$ cat config.mk
export PLATFORM = sky130hd
export DESIGN_NAME = segment_sequencer
export DESIGN_NICKNAME = d
export VERILOG_FILES = /design/src/rtl/segment_sequencer.sv
export SDC_FILE = /design/constraint.sdc
export NUM_CORES = 1
export LEC_CHECK = 0
export ABC_AREA = 1
export BUFFER_PORTS_ARGS = -buffer_cell sky130_fd_sc_hd__buf_2
export CORE_ASPECT_RATIO = 0.8
export CORE_UTILIZATION = 45
export DETAILED_ROUTE_END_ITERATION = 8
export PLACE_DENSITY = 0.72
export SYNTH_ARGS = -nofsm -noshare
export SYNTH_HDL_FRONTEND = slang
export SYNTH_SLANG_ARGS = --single-unit
$ cat constraint.sdc
create_clock -name clk -period 1.4 [get_ports clk]
set_input_delay 0.14 -clock clk [delete_from_list [all_inputs] [get_ports clk]]
set_output_delay 0.14 -clock clk [all_outputs]
set_load 0.1 [all_outputs]
$ cat src/rtl/segment_sequencer.sv
// segment_sequencer: walks FRAGMENTS key fragments of the SDRAM-based TCAM
// segment engine through shift / settle / read (/ modify / write) loops.
// Request outputs are registered from the next state, so each one is high for
// exactly the cycles spent in its state and drops on the edge that leaves it.
// Optional feature macro: SEGSEQ_EARLY_EXIT_EN (search ends early on a miss).
module segment_sequencer #(
    parameter int FRAGMENTS      = 5,
    parameter int STABLE_CYCLES  = 2,
    parameter int TIMEOUT_CYCLES = 1023,
    parameter int IDX_W          = ($clog2(FRAGMENTS) > 0) ? $clog2(FRAGMENTS) : 1
) (
    input  logic             clk,
    input  logic             reset_n,
    input  logic             i_setting_enable,
    input  logic             i_search_enable,
    input  logic             i_sdram_waitrequest,
    input  logic             i_sdram_readdatavalid,
    output logic             o_sdram_read,
    output logic             o_sdram_write,
    input  logic             i_cntl_m0_modify_done,
    input  logic             i_search_miss,
    output logic             o_cntl_m0_load,
    output logic             o_cntl_m0_shift,
    output logic             o_cntl_m0_modify,
    output logic             o_cntl_m0_searchdatavalid,
    output logic [IDX_W-1:0] o_frag_idx,
    output logic             o_busy,
    output logic             o_search_complete,
    output logic             o_setting_complete,
    output logic             o_done,
    output logic             o_error
);

    typedef enum logic [3:0] {
        S_IDLE, S_SHIFT, S_STABLE, S_RD_REQ, S_RD_WAIT,
        S_MODIFY, S_STABLE_WR, S_WRITE, S_COUNT
    } state_t;

    state_t           state_q, state_d;
    logic [IDX_W-1:0] idx_q;
    logic [3:0]       settle_q;
    logic [15:0]      tmo_q;
    logic             setting_mode_q, search_mode_q;
    logic             start, last_frag, early_exit, timeout_hit;
    logic             read_d, write_d, shift_d, modify_d, busy_d, sdv_d, done_d;

    assign start     = i_setting_enable | i_search_enable;
    assign last_frag = (idx_q == IDX_W'(FRAGMENTS - 1));

`ifdef SEGSEQ_EARLY_EXIT_EN
    assign early_exit = search_mode_q & i_search_miss;
`else
    logic unused_search_miss;
    assign unused_search_miss = i_search_miss;
    assign early_exit = 1'b0;
`endif

    // The wait counter reaching zero with no response means RD_WAIT/MODIFY has
    // lasted TIMEOUT_CYCLES cycles; o_error shows up in the following cycle.
    assign timeout_hit = (tmo_q == 16'd0) &&
                         (((state_q == S_RD_WAIT) && !i_sdram_readdatavalid) ||
                          ((state_q == S_MODIFY)  && !i_cntl_m0_modify_done));

    // State register
    always_ff @(posedge clk or negedge reset_n) begin
        if (!reset_n) state_q <= S_IDLE;
        else          state_q <= state_d;
    end

    // Next-state logic
    always_comb begin
        state_d = state_q;
        case (state_q)
            S_IDLE:      if (start) state_d = S_SHIFT;
            S_SHIFT:     state_d = S_STABLE;
            S_STABLE:    if (settle_q == 4'd0) state_d = S_RD_REQ;
            S_RD_REQ:    if (!i_sdram_waitrequest) state_d = S_RD_WAIT;
            S_RD_WAIT: begin
                if (i_sdram_readdatavalid) state_d = setting_mode_q ? S_MODIFY : S_COUNT;
                else if (timeout_hit)      state_d = S_IDLE;
            end
            S_MODIFY: begin
                if (i_cntl_m0_modify_done) state_d = S_STABLE_WR;
                else if (timeout_hit)      state_d = S_IDLE;
            end
            S_STABLE_WR: state_d = S_WRITE;
            S_WRITE:     if (!i_sdram_waitrequest) state_d = S_COUNT;
            S_COUNT:     state_d = (last_frag || early_exit) ? S_IDLE : S_SHIFT;
            default:     state_d = S_IDLE;
        endcase
    end

    // Output decode: next values of the registered outputs
    always_comb begin
        read_d   = (state_d == S_RD_REQ);
        write_d  = (state_d == S_WRITE);
        shift_d  = (state_d == S_SHIFT);
        modify_d = (state_d == S_MODIFY);
        busy_d   = (state_d != S_IDLE);
        sdv_d    = (state_q == S_RD_WAIT) && i_sdram_readdatavalid && search_mode_q;
        done_d   = ((state_q == S_COUNT) && (state_d == S_IDLE)) || timeout_hit;
    end

    // Registered outputs
    always_ff @(posedge clk or negedge reset_n) begin
        if (!reset_n) begin
            o_sdram_read              <= 1'b0;
            o_sdram_write             <= 1'b0;
            o_cntl_m0_shift           <= 1'b0;
            o_cntl_m0_modify          <= 1'b0;
            o_cntl_m0_searchdatavalid <= 1'b0;
            o_busy                    <= 1'b0;
            o_done                    <= 1'b0;
        end else begin
            o_sdram_read              <= read_d;
            o_sdram_write             <= write_d;
            o_cntl_m0_shift           <= shift_d;
            o_cntl_m0_modify          <= modify_d;
            o_cntl_m0_searchdatavalid <= sdv_d;
            o_busy                    <= busy_d;
            o_done                    <= done_d;
        end
    end

    // Fragment index, settle and response-timeout counters
    always_ff @(posedge clk or negedge reset_n) begin
        if (!reset_n) begin
            idx_q    <= '0;
            settle_q <= '0;
            tmo_q    <= '0;
        end else begin
            if ((state_q == S_IDLE) && start)
                idx_q <= '0;
            else if ((state_q == S_COUNT) && (state_d == S_SHIFT))
                idx_q <= idx_q + IDX_W'(1);

            if (state_q == S_SHIFT)
                settle_q <= 4'(STABLE_CYCLES - 1);
            else if ((state_q == S_STABLE) && (settle_q != 4'd0))
                settle_q <= settle_q - 4'd1;

            if (((state_d == S_RD_WAIT) && (state_q != S_RD_WAIT)) ||
                ((state_d == S_MODIFY)  && (state_q != S_MODIFY)))
                tmo_q <= 16'(TIMEOUT_CYCLES - 1);
            else if (((state_q == S_RD_WAIT) || (state_q == S_MODIFY)) && (tmo_q != 16'd0))
                tmo_q <= tmo_q - 16'd1;
        end
    end

    // Operation mode and sticky error flag
    always_ff @(posedge clk or negedge reset_n) begin
        if (!reset_n) begin
            setting_mode_q <= 1'b0;
            search_mode_q  <= 1'b0;
            o_error        <= 1'b0;
        end else if ((state_q == S_IDLE) && start) begin
            setting_mode_q <= i_setting_enable;
            search_mode_q  <= !i_setting_enable;
            o_error        <= 1'b0;
        end else begin
            if ((state_q != S_IDLE) && (state_d == S_IDLE)) begin
                setting_mode_q <= 1'b0;
                search_mode_q  <= 1'b0;
            end
            if (timeout_hit) o_error <= 1'b1;
        end
    end

    assign o_frag_idx         = idx_q;
    assign o_cntl_m0_load     = (state_q == S_IDLE) && reset_n;
    assign o_search_complete  = !search_mode_q;
    assign o_setting_complete = !setting_mode_q;

endmodule

==> results.yml, run 1 <==
sta:
  slew_viol_final: 0
  setup_viol: 28
  fin_ws_ns: -0.369
  finalSetupTns_ns: -6.15
  fin_crit_ns: 1.77
  hold_violations: 0
  worstMarginPinSlew_ns: 0.476
  fin_skew_ns: 0.00410
  max_freq_ghz: 0.565
  rsz0062_at_grt: "yes"
  period_share_pct: 126
  relSlewSlack_pct: 68.2
grt:
  grt_usage_pct: 26.3
  grt_start_max_net_pins: 38
  grt_pass1_vias: 1967
  grt_overflow: 0
  antenna_found_initial: 0
  grt_pass1_wl_um: 9200
logic_synthesis:
  postSynthAreaPerCell_um2: 8.00
  synth_cell_types: 28
  yosysSeqAreaShare_pct: 46.8
  synth_area_um2: 1980
  synth_warnings: 0
  postSynthCellCount: 247
  synth-seq-cells: 37
  syn_nets: 259
  synth_top_area_share_pct: 46.8
  synth_area_leaders: "dfrtp_1 (47%), nand2_1 (9.1%), nand3_1 (7.1%), nor2_1 (6.1%), inv_1 (5.9%)"
  yosysTopAreaCell: "dfrtp_1"
final_layout:
  multiInputGateArea_um2: 1230
  seq_area_um2: 940
  layout_commonest_cell: "buf_4"
  n_antenna_cell: 0
  n_fill_cell: 249
  mostFrequentLayoutCells: "buf_4 (63), nand2_1 (31), dfrtp_1 (30)"
  syn_to_final_growth_pct: 65.0
  layout-drive-gt1-share_pct: 56.4
  layout.nets: 364
floorplanning:
  core-area_um2: 4200
  start_util_pct: 47.0
  die_h_um: 61.3
  io_pins: 22
  die_w_um: 76.1
  dieArea_um2: 4660
  row_count: 21
clocking:
  cts-buffers-inserted: 5
  cts_tree: "done"
  clk_latency_ns: 0.29
  htree_levels: 2
  clk_pin_slew_ns: 0.07
  cts.sinks: 37
  clockBufferDepth: 2
  clockRootBuffer: "clkbuf_8"
drt:
  wirelength_um: 6800
  drt_pre_antenna_iters: 4
  drc_errors: 0
  wl_per_cell_um: 16.6
  vias: 2187
  ant_nets: 0
  via_per_inst: 5.33
  drt_iter0_drc: 145
worst_hold_path:
  hold_depth: 3
  holdPathEnd: "search_mode_q"
  hp-class: "input pin to register"
  worstHoldStart: "i_setting_enable"
pwr:
  ir_worst_vdd_mv: 1.75
  p_per_area_nw_per_um2: 2200
  power_uw: 7190
  p_leak_uw: 0.00157
worst_setup_path:
  crit_path_max_fanout: 3
  r2r_cells: 9
  worstSetupPathType: "register to register"
  critPathBufInv: 3
  worst_path_largest_cell_delay_ns: 0.40
  cp_common_cell: "nand3_4"
  crit_family: "buffers and inverters"
  timing.rr.end: "tmo_q[14]"
  r2r-start: "tmo_q[0]"
  cp-startpoint: "tmo_q[0]"
  slowest_stage: "dfrtp_1"
  startpoint_type: "register"
  critPathCaptureType: "register"
  cp.required_ns: 1.63
  crit_chain: "inv_2, ha_4, nand3_4, buf_4, inv_1, nand3_1, xor2_1, nand3_4, o21ai_2"
  rrSetupSlack_ns: -0.37
  arrival_ns: 1.99
run_status:
  status: "finished, violations left"
  violations: "setup timing"
place:
  gp_congestion: 0.831
  post-dp-hpwl_um: 3490
  port_buffers: 20
  dp_worst_setup_slack_ns: -0.254
flow_run:
  max_cap_violations: 0
==> per-layer routing <==
| layer | global-route usage (%) | part of all wire, % |
|---|---|---|
| met1 | 33.9 | 40 |
| met2 | 43.9 | 49 |
| met3 | 5.48 | 6.8 |
| met4 | 12.9 | 3.8 |
| met5 | 0 | 0 |
==> cell type report <==
| type | count | share of cell area [%] |
|---|---|---|
| tap | 57 | 2.19 |
| sequential | 37 | 28.8 |
| multi-input combinational | 175 | 37.7 |
| clock buffer | 6 | 2.22 |
| clock inverter | 2 | 0.307 |
| timing repair buffer | 99 | 24.4 |
| inverter | 34 | 4.33 |
==> metrics by stage <==
| step | hold WS, ns | instances | utilization [%] | instance area [µm²] |
|---|---|---|---|---|
| detailed placement | 0.279 | 376 | 63.7 | 2680 |
| CTS | 0.113 | 397 | 72.0 | 3030 |
| floorplan | -0.156 | 247 | - | 2080 |
| finish | 0.121 | 410 | 77.6 | 3260 |
| global route | 0.137 | 410 | 77.6 | 3260 |
| global placement | 0.280 | 376 | 63.7 | 2680 |
==> state kept, by name, summed over array words and instances (netlist names) <==
register	flops
o_cntl_m0_searchdatavalid	1
settle_q	4
o_frag_idx	3
o_cntl_m0_modify	1
tmo_q	16
o_error	1
setting_mode_q	1
o_cntl_m0_shift	1
o_busy	1
state_q	4
o_done	1
o_sdram_write	1
o_sdram_read	1
search_mode_q	1
==> worst register-to-register path, delay by kind of cell (launching register included) <==
| family | cells | cell delay [ns] |
|---|---|---|
| buf+inv | 3 | 0.42 |
| simple gates | 3 | 0.33 |
| flops | 1 | 0.40 |
| fa+ha+maj | 1 | 0.16 |
| xor+xnor | 1 | 0.32 |
| compound gates | 1 | 0.07 |
==> Yosys cell counts (all sizes together) <==
cell type,instances
xor2,8
nand3b,1
nor4,1
nand4,2
inv,34
and3b,1
o31ai,2
nor2,41
xnor2,1
ha,4
a21oi,7
nand2,51
o22ai,1
dfrtp,37
buf,1
nor3,1
or2,4
o21ai,16
nand3,34
==> report_power, final <==
group          switching (µW)  internal [µW]  leakage (µW)
clock                     385            345     0.0000450
combinational            2900           1870       0.00108
sequential                273           1410      0.000448
==> cells by family after synthesis <==
logic type / after synthesis / synth area share, %
and+or+nand+nor: 136 / 33.0
DFF: 37 / 46.8
buffers and inverters: 35 / 6.71
AOI/OAI and AO/OA: 26 / 6.90
xor gates and xnor gates: 9 / 3.99
adders and majority gates: 4 / 2.53
==> worst max path at each step <==
stage / to / slack (ns) / cells past startpoint
4_1_cts: tmo_q[10] / -0.16 / 9
3_3_place_gp: search_mode_q / -0.21 / 6
3_5_place_dp: search_mode_q / -0.25 / 6
6_report: tmo_q[14] / -0.37 / 9
5_1_grt: setting_mode_q / -0.45 / 10
2_1_floorplan: search_mode_q / -0.26 / 11
==> timing repair <==
| item | 4_1_cts | 5_1_grt |
|---|---|---|
| endpoints found under the setup margin | 27 | 33 |
| hold endpoints to repair | 37 | 0 |
| setup buffers | 12 | 13 |
| resized for setup | 48 | 41 |
| hold buffers | 1 | 0 |
| pin swaps | 20 | 29 |
Power figures use the tool's default switching activity.
==> run 2, diff against run 1 <==
Settings changed: CORE_ASPECT_RATIO 0.8 to default, RECOVER_POWER from default to 50.
==> results.yml, run 2 (synthesized netlist as in run 1, its figures left out) <==
run_status:
  status: "finished, violations left"
  violations: "setup timing"
worst_setup_path:
  crit_path_max_fanout: 7
  worstSetupPathType: "register to register"
  cp.required_ns: 1.59
  startpoint_type: "register"
  arrival_ns: 1.90
  cp_common_cell: "nand2_1"
  critPathCaptureType: "register"
  worst_path_largest_cell_delay_ns: 0.48
  critPathBufInv: 0
  crit_chain: "nor2_4, nand3_1, nand2_1, nand3_2, nand2_1, nand2_2, nor2_4, nand3_2, nand3_1, nand2_1"
  slowest_stage: "dfrtp_2"
  crit_family: "simple AND/OR/NAND/NOR gates"
grt:
  grt_pass1_vias: 2081
  grt_busiest_layer: "met2"
  met3_usage_pct: 5.17
  grtUsageMet2_pct: 47.4
  met1_usage_pct: 27.5
  grt_overflow: 0
  grt_pass1_wl_um: 8690
  grt_start_max_net_pins: 38
  grt_usage_pct: 25.7
  antenna_found_initial: 0
worst_hold_path:
  hp-class: "input pin to register"
final_layout:
  layout_commonest_cell: "buf_4"
  n_antenna_cell: 0
  syn_to_final_growth_pct: 66.3
  multiInputGateArea_um2: 1280
  design_area_um2: 3290
  largest_register_ffs: 16
  mostFrequentLayoutCells: "buf_4 (68), nand2_1 (34), dfrtp_1 (30)"
  regMostFlops: "tmo_q"
  seq_area_um2: 940
  layout.nets: 363
  finish.utilization_pct: 79.9
  layout-drive-gt1-share_pct: 55.7
  n_fill_cell: 250
  reg_top3: "tmo_q: 16 flops, settle_q: 4 flops, state_q: 4 flops"
drt:
  wirelength_um: 6150
  drt_pre_antenna_iters: 4
  via_per_inst: 5.26
  wl_per_cell_um: 15.3
  drt_iter0_drc: 139
  drc_errors: 0
  ant_nets: 0
  vias: 2116
place:
  post-dp-hpwl_um: 3580
  dpl_cell_area_um2: 2720
  port_buffers: 20
  gp_congestion: 0.898
sta:
  setup_viol: 23
  relSlewSlack_pct: 44.9
  worstMarginPinSlew_ns: 0.827
  fin_crit_ns: 1.71
  max_freq_ghz: 0.586
  period_share_pct: 122
  hold_violations: 0
  slew_viol_final: 0
  rsz0062_at_grt: "yes"
  fin_skew_ns: 0.00716
  fin_ws_ns: -0.307
clocking:
  clockRootBuffer: "clkbuf_8"
  clockBufferDepth: 2
  cts_tree: "done"
  htree_levels: 2
  clk_pin_slew_ns: 0.08
  cts.sinks: 37
  cts-buffers-inserted: 5
  clk_latency_ns: 0.30
floorplanning:
  die_h_um: 68.3
  die_w_um: 68.3
  core-area_um2: 4120
  io_pins: 22
  row_count: 23
  start_util_pct: 48.0
  dieArea_um2: 4660
pwr:
  ir_worst_vdd_mv: 1.36
  p_per_area_nw_per_um2: 2200
  p_leak_uw: 0.00161
flow_run:
  max_cap_violations: 0
## run 2: cell count changes in the layout (fill, tap and decap cells not counted), moves of 3 or more
cell / delta
nand2_1: +3
buf_6: -5
buf_4: +5
nand3_1: +3
nand2_4: +4
nand3_2: -5
nand2_2: -7
## run 2: worst reg2reg max path: cells and delay by family, from the launching register on
| kind | cells | cell delay, ns |
|---|---|---|
| flops | 1 | 0.48 |
| simple gates | 10 | 1.12 |
## run 2: power by group
group / switching, µW / internal [µW]
Clock: 403 / 529
Combinational: 2810 / 1840
Sequential: 252 / 1410
## run 2: layout make-up
class                      instances  area share (%)
tap                               50            1.90
clock buffer                       6            2.21
inverter                          34            4.26
clock inverter                     2            1.07
sequential                        37            28.6
timing repair buffer              98            22.9
multi-input combinational        175            39.0
## run 2: path summary, 6_finish.rpt
path / from / end / slack (ns) / cells after the start
max in group asynchronous: reset_n / o_frag_idx[1] / 0.16 / 3
worst min register to register: o_frag_idx[2] / o_frag_idx[2] / 0.51 / 1
worst max register to register: state_q[3] / setting_mode_q / -0.31 / 10
min in group asynchronous: reset_n / tmo_q[3] / 0.63 / 3
worst max-delay path: state_q[3] / setting_mode_q / -0.31 / 10
worst min-delay path: i_setting_enable / setting_mode_q / 0.12 / 3
## run 2: layer usage
layer | vias up | routed length [µm]
met2 | 69 | 3310
met5 | - | 0
met3 | 27 | 256
li1 | 996 | -
met4 | 0 | 227
met1 | 1024 | 2360
## run 2: what timing repair did
item / CTS / global route
setup buffers: 8 / 9
cloned: 0 / 0
hold buffers: 1 / 0
setup endpoints to repair: 29 / 29
hold endpoints to repair: 37 / 0
pin swaps: 13 / 23
resized for setup: 31 / 62
## run 2: metrics by stage
stage	cells	worst slack (ns)	TNS, ns	total power, µW	hold WS [ns]
floorplan	247	-0.258	-1.35	3950	-0.156
global placement	376	-0.200	-2.26	5230	0.277
detailed placement	376	-0.226	-2.98	5330	0.278
CTS	393	-0.156	-2.33	6480	0.107
global route	402	-0.435	-6.82	7660	0.134
finish	402	-0.307	-4.56	7240	0.118
